File: src/rtl/ipa_exec_ctrl.sv
// Instruction sequencer for MRR/LDC/LDD/STD: owns the register file and runs each
// instruction as a multi-cycle FSM, holding LDD/STD memory requests until mem_ack.
module ipa_exec_ctrl #(
  parameter int DATA_W  = 20,
  parameter int NREGS   = 16,
  parameter int INSTR_W = 32
) (
  input  logic                     clock,
  input  logic                     reset,
  input  logic                     instr_valid,
  output logic                     instr_ready,
  input  logic [INSTR_W-1:0]       instr,
  output logic                     mem_req,
  output logic                     mem_we,
  output logic [DATA_W-1:0]        mem_addr,
  output logic [DATA_W-1:0]        mem_wdata,
  input  logic                     mem_ack,
  input  logic [DATA_W-1:0]        mem_rdata,
  output logic                     done,
  output logic                     err,
  input  logic [$clog2(NREGS)-1:0] dbg_idx,
  output logic [DATA_W-1:0]        dbg_data
);

  localparam int IDX_W = $clog2(NREGS);

  localparam logic [3:0] OP_MRR = 4'h1;
  localparam logic [3:0] OP_LDC = 4'h2;
  localparam logic [3:0] OP_LDD = 4'h3;
  localparam logic [3:0] OP_STD = 4'h4;

  typedef enum logic [1:0] {
    IDLE     = 2'd0,
    EXEC     = 2'd1,
    MEM_WAIT = 2'd2
  } state_t;

  state_t state, state_nxt;

  logic [INSTR_W-1:0] instr_p0;
  logic [DATA_W-1:0]  regs [NREGS];

  logic [3:0]        op;
  logic [IDX_W-1:0]  rd_idx;
  logic [IDX_W-1:0]  ro_idx;
  logic [DATA_W-1:0] imm;
  logic [DATA_W-1:0] rd_val;
  logic [DATA_W-1:0] ro_val;
  logic              is_mrr, is_ldc, is_ldd, is_std, is_mem, is_legal;

  logic              accept;
  logic              issue_mem;
  logic              retire;
  logic              wr_en;
  logic [DATA_W-1:0] wr_data;

  assign op       = instr_p0[INSTR_W-1 -: 4];
  assign rd_idx   = instr_p0[24 +: IDX_W];
  assign ro_idx   = instr_p0[20 +: IDX_W];
  assign imm      = instr_p0[DATA_W-1:0];
  assign rd_val   = regs[rd_idx];
  assign ro_val   = regs[ro_idx];
  assign is_mrr   = (op == OP_MRR);
  assign is_ldc   = (op == OP_LDC);
  assign is_ldd   = (op == OP_LDD);
  assign is_std   = (op == OP_STD);
  assign is_mem   = is_ldd | is_std;
  assign is_legal = is_mrr | is_ldc | is_mem;

  assign dbg_data = regs[dbg_idx];

  always_ff @(posedge clock or posedge reset) begin
    if (reset) state <= IDLE;
    else       state <= state_nxt;
  end

  always_comb begin
    state_nxt = state;
    case (state)
      IDLE:     if (instr_valid) state_nxt = EXEC;
      EXEC:     state_nxt = is_mem ? MEM_WAIT : IDLE;
      MEM_WAIT: if (mem_ack) state_nxt = IDLE;
      default:  state_nxt = IDLE;
    endcase
  end

  // mem_we is only ever set for STD, so a read completing in MEM_WAIT is an LDD
  always_comb begin
    instr_ready = (state == IDLE);
    accept      = instr_ready && instr_valid;
    issue_mem   = (state == EXEC) && is_mem;
    retire      = ((state == EXEC) && !is_mem) || ((state == MEM_WAIT) && mem_ack);
    wr_en       = 1'b0;
    wr_data     = '0;
    if (state == EXEC && is_mrr) begin
      wr_en   = 1'b1;
      wr_data = ro_val;
    end else if (state == EXEC && is_ldc) begin
      wr_en   = 1'b1;
      wr_data = imm;
    end else if (state == MEM_WAIT && mem_ack && !mem_we) begin
      wr_en   = 1'b1;
      wr_data = mem_rdata;
    end
  end

  // p0: instruction latch
  always_ff @(posedge clock or posedge reset) begin
    if (reset)       instr_p0 <= '0;
    else if (accept) instr_p0 <= instr;
  end

  always_ff @(posedge clock or posedge reset) begin
    if (reset) begin
      for (int i = 0; i < NREGS; i++) regs[i] <= '0;
    end else if (wr_en) begin
      regs[rd_idx] <= wr_data;
    end
  end

  // p1: memory request and retire pulses
  always_ff @(posedge clock or posedge reset) begin
    if (reset) begin
      mem_req   <= 1'b0;
      mem_we    <= 1'b0;
      mem_addr  <= '0;
      mem_wdata <= '0;
      done      <= 1'b0;
      err       <= 1'b0;
    end else begin
      if (issue_mem) begin
        mem_req   <= 1'b1;
        mem_we    <= is_std;
        mem_addr  <= is_std ? rd_val : ro_val;
        mem_wdata <= is_std ? ro_val : '0;
      end else if (state == MEM_WAIT && mem_ack) begin
        mem_req <= 1'b0;
        mem_we  <= 1'b0;
      end
      done <= retire;
      err  <= retire && (state == EXEC) && !is_legal;
    end
  end

endmodule

File: config.mk
export PLATFORM = sky130hd
export DESIGN_NAME = ipa_exec_ctrl
export DESIGN_NICKNAME = d
export VERILOG_FILES = /design/src/rtl/ipa_exec_ctrl.sv
export SDC_FILE = /design/constraint.sdc
export NUM_CORES = 1
export LEC_CHECK = 0
export BUFFER_PORTS_ARGS = -buffer_cell sky130_fd_sc_hd__clkbuf_2
export CAP_MARGIN = 20
export CORE_ASPECT_RATIO = 1.1
export CORE_MARGIN = 4
export CORE_UTILIZATION = 56
export CTS_CLUSTER_DIAMETER = 30
export CTS_CLUSTER_SIZE = 20
export DETAILED_ROUTE_END_ITERATION = 7
export GPL_TIMING_DRIVEN = 0
export PLACE_DENSITY = 0.85
export RECOVER_POWER = 50
export SYNTH_ARGS = -nofsm -noshare
export SYNTH_HDL_FRONTEND = slang
export SYNTH_SLANG_ARGS = --single-unit
export TNS_END_PERCENT = 10
File: constraint.sdc
create_clock -name clock -period 34.4 [get_ports clock]
set_input_delay 0 -clock clock [delete_from_list [all_inputs] [get_ports clock]]
set_output_delay 0 -clock clock [all_outputs]
set_load 0.1 [all_outputs]
# After elaboration in Yosys (flattened, before gate mapping)

Index checks and enable logic that the tools add are counted.
W data, S select, Z words.

Bits in registers: 398
Input port bits: 60
Output and inout bits: 65
Word-level logic and storage cells: 86

$lt $le $gt $ge: 4
Eq/ne operators: 8
Multiplexer cells: 27
Bitwise logic cells: 6
Reductions and logical operators: 17

Operators with widths:

| kind                 | count |
|---|---|
| $bwmux W320          | 1 |
| $bmux W20 S4         | 3 |
| $mux W20             | 12 |
| $demux W20 S4        | 1 |
| $ge A5 B5 Y1 const B | 3 |
| $not A4 Y5           | 3 |
| $logic_and A1 B1 Y1  | 10 |
| $eq A4 B2 Y1 const B | 2 |
| $mux W1              | 6 |
| $mux W2              | 3 |
| $pmux W2 S3          | 1 |
| $lt A5 B1 Y1 const B | 1 |
| $eq A4 B1 Y1 const B | 1 |
| $eq A4 B3 Y1 const B | 1 |
| $ne A2 B2 Y1 const B | 2 |
| $logic_not A1 Y1     | 3 |
| $or A1 B1 Y1         | 3 |
| $eq A2 B1 Y1 const B | 1 |
| $eq A2 B2 Y1 const B | 1 |
| $logic_not A2 Y1     | 1 |
| $reduce_and A2 Y1    | 1 |
| $reduce_bool A2 Y1   | 1 |
| $logic_or A1 B1 Y1   | 1 |

# Longest topological paths before layout

Depth in word-level cells: 7
Depth in mapped cells: 8
Mapped depth without buffers: 4

# Worst setup path after synthesis

No wires, ideal clock.

Kind: reg2reg
Start point: register state[1]
End point: register instr_p0[10]
Setup time: 0.125 ns
Arrival time: 2.929 ns
Data required time: 34.275 ns
Path slack: 31.347 ns
Cell stages (with the launch flop): 6
Buffers on the path: 2
Clock period less this slack: 3.053 ns
Path through: dfrtp_1 nor2_1 and2_1 clkbuf_1 clkbuf_1 mux2_2

Word-level cells in the longest chain between the ends: 2

RTL lines:

| what                     | RTL line | text |
|---|---|---|
| start: declaration       | 38       | `state_t state, state_nxt;` |
| start signal: assignment | 74       | `else state <= state_nxt;` |
| $logic_not A2 Y1         | 89       | `instr_ready = (state == IDLE);` |
| via instr_ready          | 11       | `output logic instr_ready,` |
| $logic_and A1 B1 Y1      | 90       | `accept = instr_ready && instr_valid;` |
| end signal: assignment   | 110      | `else if (accept) instr_p0 <= instr;` |
| end: declaration         | 40       | `logic [INSTR_W-1:0] instr_p0;` |

The timed path passes the listed nets, and every way through them passes these cells.
A chain may end at the register's enable or synchronous reset.

==> reports/results.tsv <==
stage	metric	value	unit
outcome	run status	complete, but fails checks	
outcome	violated checks	max-capacitance violations, max-slew violations	
detailed_routing	antenna viol nets, final	0	
clock_network	sink count of the clock tree	398	
detailed_routing	DRC violation count after routing	0	
setup_path	cell family with the largest share of critical-path delay	buffers and inverters	
detailed_routing	vias per std cell	7.74	
synth	synthesis-stage register bit count	398	
final_layout	count of inserted antenna diode cells	0	
sta	fin. max-slew vios	405	
final_layout	ratio of cells with drive above 1 in the final layout	55.0	%
sta	Min Hold Slack	0.0687	ns
die	core footprint	0.0404	mm2
clock_network	Setup Fix Bufs, Post-CTS	0	
die	Die X-Extent	201	um
clock_network	level count of the clock H-tree	3	
synth	number of library cell types mapped by synthesis	41	
die	Die H	220	um
final_layout	highest-count cells in the layout ignoring fill and taps	dfrtp_1, mux2_2, mux4_2	
detailed_routing	DR iter-0 viols	2917	
sta	final period utilization	31.8	%
die	Initial Util	56.8	%
power	PwrDens	66.9	mW/mm2
setup_path	startpoint types	input port	
sta	final hold violation count	0	
sta	Highest Clock Rate	91.4	MHz
synth	gate count after technology mapping	1430	
clock_network	worst-case clock buffer depth	3	
synth	xor-xnor portion of the synthesized cell area	0.0382	%
setup_path	crit path capture type	async pin	
synth	Adder-Cell Fraction of Synth Area	0	%
global_route	initial antenna violation count	2	
synth	main combinational cell family by area after synthesis	multiplexers	
synth	Async S/R FF share, synth	100	%
setup_path	crit path max fanout	107	
global_route	maximum number of pins on one net before global-route repair	131	
synth	number of flops mapped to enable cells by yosys	0	
global_route	GRT Overall Usage	37.0	%
synth	area share of the leading cell type in the synthesized netlist	43.5	%
die	top-level I/O count	125	
detailed_routing	via count	17600	
setup_path	crit-path cells	dlygate4sd3_1 > clkbuf_2 > clkinvlp_2 > clkbuf_1 > clkbuf_1	
synth	basic-gate share of the synthesized area counting and, or, nand and nor cells	2.01	%
global_route	global-route wire length before repair	120000	um
min_path	path type of the worst min-delay path	input port to flop	
sta	setup total negative slack	0	ns
global_route	via count of the first global-routing pass	18600	
synth	area fraction in compound gates after synthesis	4.69	%
global_route	Overflow after GRT	0	
setup_path	Top cell by count, worst path	clkbuf_1	
synth	leading register cell type out of synthesis	dfrtp_1	
detailed_routing	overall routed net length	82000	um
setup_path	delay of the slowest cell on the worst path	4.12	ns
detailed_routing	Routed WL per cell	36.0	um
clock_network	insertion delay to the later sink of the worst-skew pair	0.64	ns
sta	total setup violations reported at the end of the flow	0	
setup_path	Max stage delay cell, worst path	clkbuf_1	
synth	average cell area after synthesis	16.0	um2
setup_path	startpoint-to-endpoint class of the critical path	input port to async pin	
setup_path	arrival time of data at the critical path endpoint	10.31	ns
final_layout	number of nets in the layout	1756	
run	max-capacitance violation count	4	
sta	Period minus WS final	10.94	ns
synth	synthesized cell area	0.0229	mm2
final_layout	most common library cell in the layout ignoring fill and taps	dfrtp_1	
setup_path	required time at the worst-slack endpoint	33.77	ns
sta	Max-Slew Margin vs Limit	-361	%
clock_network	Num CTS Buffers	85	
placed_design	routability cong.	0.974	
sta	slew of the pin with the lowest slew margin	6.92	ns
setup_path	number of buffer and inverter instances along the worst setup path	5	
power	leakage power summed over all cells	0.0122	uW
synth	sequential-to-total area share from yosys stat	43.5	%
synth	Ys Warns	0	
clock_network	clock tree from TritonCTS	built	
placed_design	count of input and output buffers	120	
sta	largest clock skew in the final design	0.0345	ns
synth	syn_nets	1490	
final_layout	Multi-input gate area	0.0122	mm2
die	die footprint	0.0442	mm2
synth	largest area contributor in the synthesized netlist	dfrtp_1	
clock_network	buffer cell driving the clock tree root	clkbuf_16	
power	maximum vdd drop	0.0542	mV
detailed_routing	DRT Pass-1 Iters	8	
synth	mux contribution to synthesized area	46.5	%
final_layout	fill cell total of the finished layout	2414	
synth	leading post-synthesis cells by cell area	dfrtp_1, mux4_2, mux2_2	
placed_design	post-detailed-placement half-perimeter wirelength	50200	um
die	Cell Rows	77	
clock_network	clock transition at the register clock pins on the worst setup and hold paths after CTS	0.05	ns
final_layout	P&R area growth vs syn	20.9	%
final_layout	FF/Latch Area	0.00996	mm2
sta	RSZ-0062 raised after global routing	false	
-- state kept, by name, summed over array words and instances, names as in the netlist --
signal and flops:
done 1, regs 320, mem_req 1, mem_we 1, mem_wdata 20, state 2
instr_p0 32, mem_addr 20, err 1
-- layout make-up --
class,instances,share of cell area [%]
clock inverter,54,2.63
multi-input combinational,873,44.0
buffer,157,2.74
sequential,398,35.9
tap,513,2.32
timing repair buffer,179,4.11
inverter,2,0.0316
clock buffer,102,8.27
-- synthesized netlist by cell type, types with 2 or more instances --
| cell type | count |
|---|---|
| nor4_1 | 2 |
| or3_4 | 2 |
| and2_1 | 2 |
| a21oi_1 | 5 |
| buf_1 | 6 |
| nand2_1 | 6 |
| nor2_1 | 5 |
| mux4_2 | 260 |
| a32oi_1 | 20 |
| a221oi_1 | 20 |
| o221ai_2 | 20 |
| nor2b_1 | 4 |
| clkbuf_1 | 68 |
| o221ai_1 | 20 |
| mux2_2 | 372 |
| inv_1 | 2 |
| a211oi_1 | 2 |
| mux2i_1 | 60 |
| buf_2 | 67 |
| nand2b_1 | 6 |
| nand3b_1 | 4 |
| nand3_1 | 4 |
| buf_6 | 7 |
| buf_4 | 9 |
| nor3_1 | 6 |
| o2bb2ai_1 | 20 |
| dfrtp_1 | 398 |
| or4_1 | 20 |
-- routing by layer --
metal  up-vias  GRT usage, %  routed length [um]
met5         -             0                  27
met4         4          23.6                6180
met3       543          16.0               12600
met2      1844          55.3               36300
met1      8836          44.5               26900
li1       6404             -                   -
-- worst min-delay path, delay by kind of cell --
kind,cells,cell delay (ns)
muxes,1,0.18
AOI/OAI and AO/OA,2,0.42
buffers and inverters,1,0.08
-- worst paths after layout --
path                                   start      endpoint  slack (ns)  cells past startpoint
min in group asynchronous              reset     regs[112]        0.90                      3
worst max register to register  instr_p0[28]   mem_addr[4]       31.05                      6
worst min register to register  mem_wdata[5]  mem_wdata[5]        0.49                      1
worst min-delay path            mem_rdata[6]     regs[246]        0.07                      4
max in group clock              instr_p0[28]   mem_addr[4]       31.05                      6
worst max-delay path                   reset     regs[221]       23.46                      5
-- cells by family after synthesis --
| kind of cell | Yosys count |
|---|---|
| multiplexers | 692 |
| flip-flops | 398 |
| buffers and inverters | 159 |
| AO/OA/AOI/OAI | 112 |
| AND/OR/NAND/NOR | 68 |
| XOR/XNOR | 1 |
-- power by group --
part,internal (uW),switching [uW]
Combinational,134,319
Sequential,502,31.6
Clock,576,293
Total,1210,644
-- what timing repair did --
item	CTS	global route
gates resized for setup	0	0
hold buffers	51	0
endpoints found under the hold margin	260	0
-- stage by stage --
step | setup slack [ns] | cell area [um2] | utilization, % | instances | total power [uW]
final | 23.46 | 27700 | 68.7 | 2278 | 1860
after global routing | 21.24 | 27700 | 68.7 | 2278 | 1890
after CTS | 31.24 | 27800 | 68.9 | 2274 | 1830
after detailed placement | 31.37 | 24300 | 60.1 | 2067 | 965
after global placement | 19.49 | 24200 | 59.8 | 2063 | 957
after floorplan | 23.33 | 22900 | - | 1430 | 836
(Power assumes the default switching activity.)
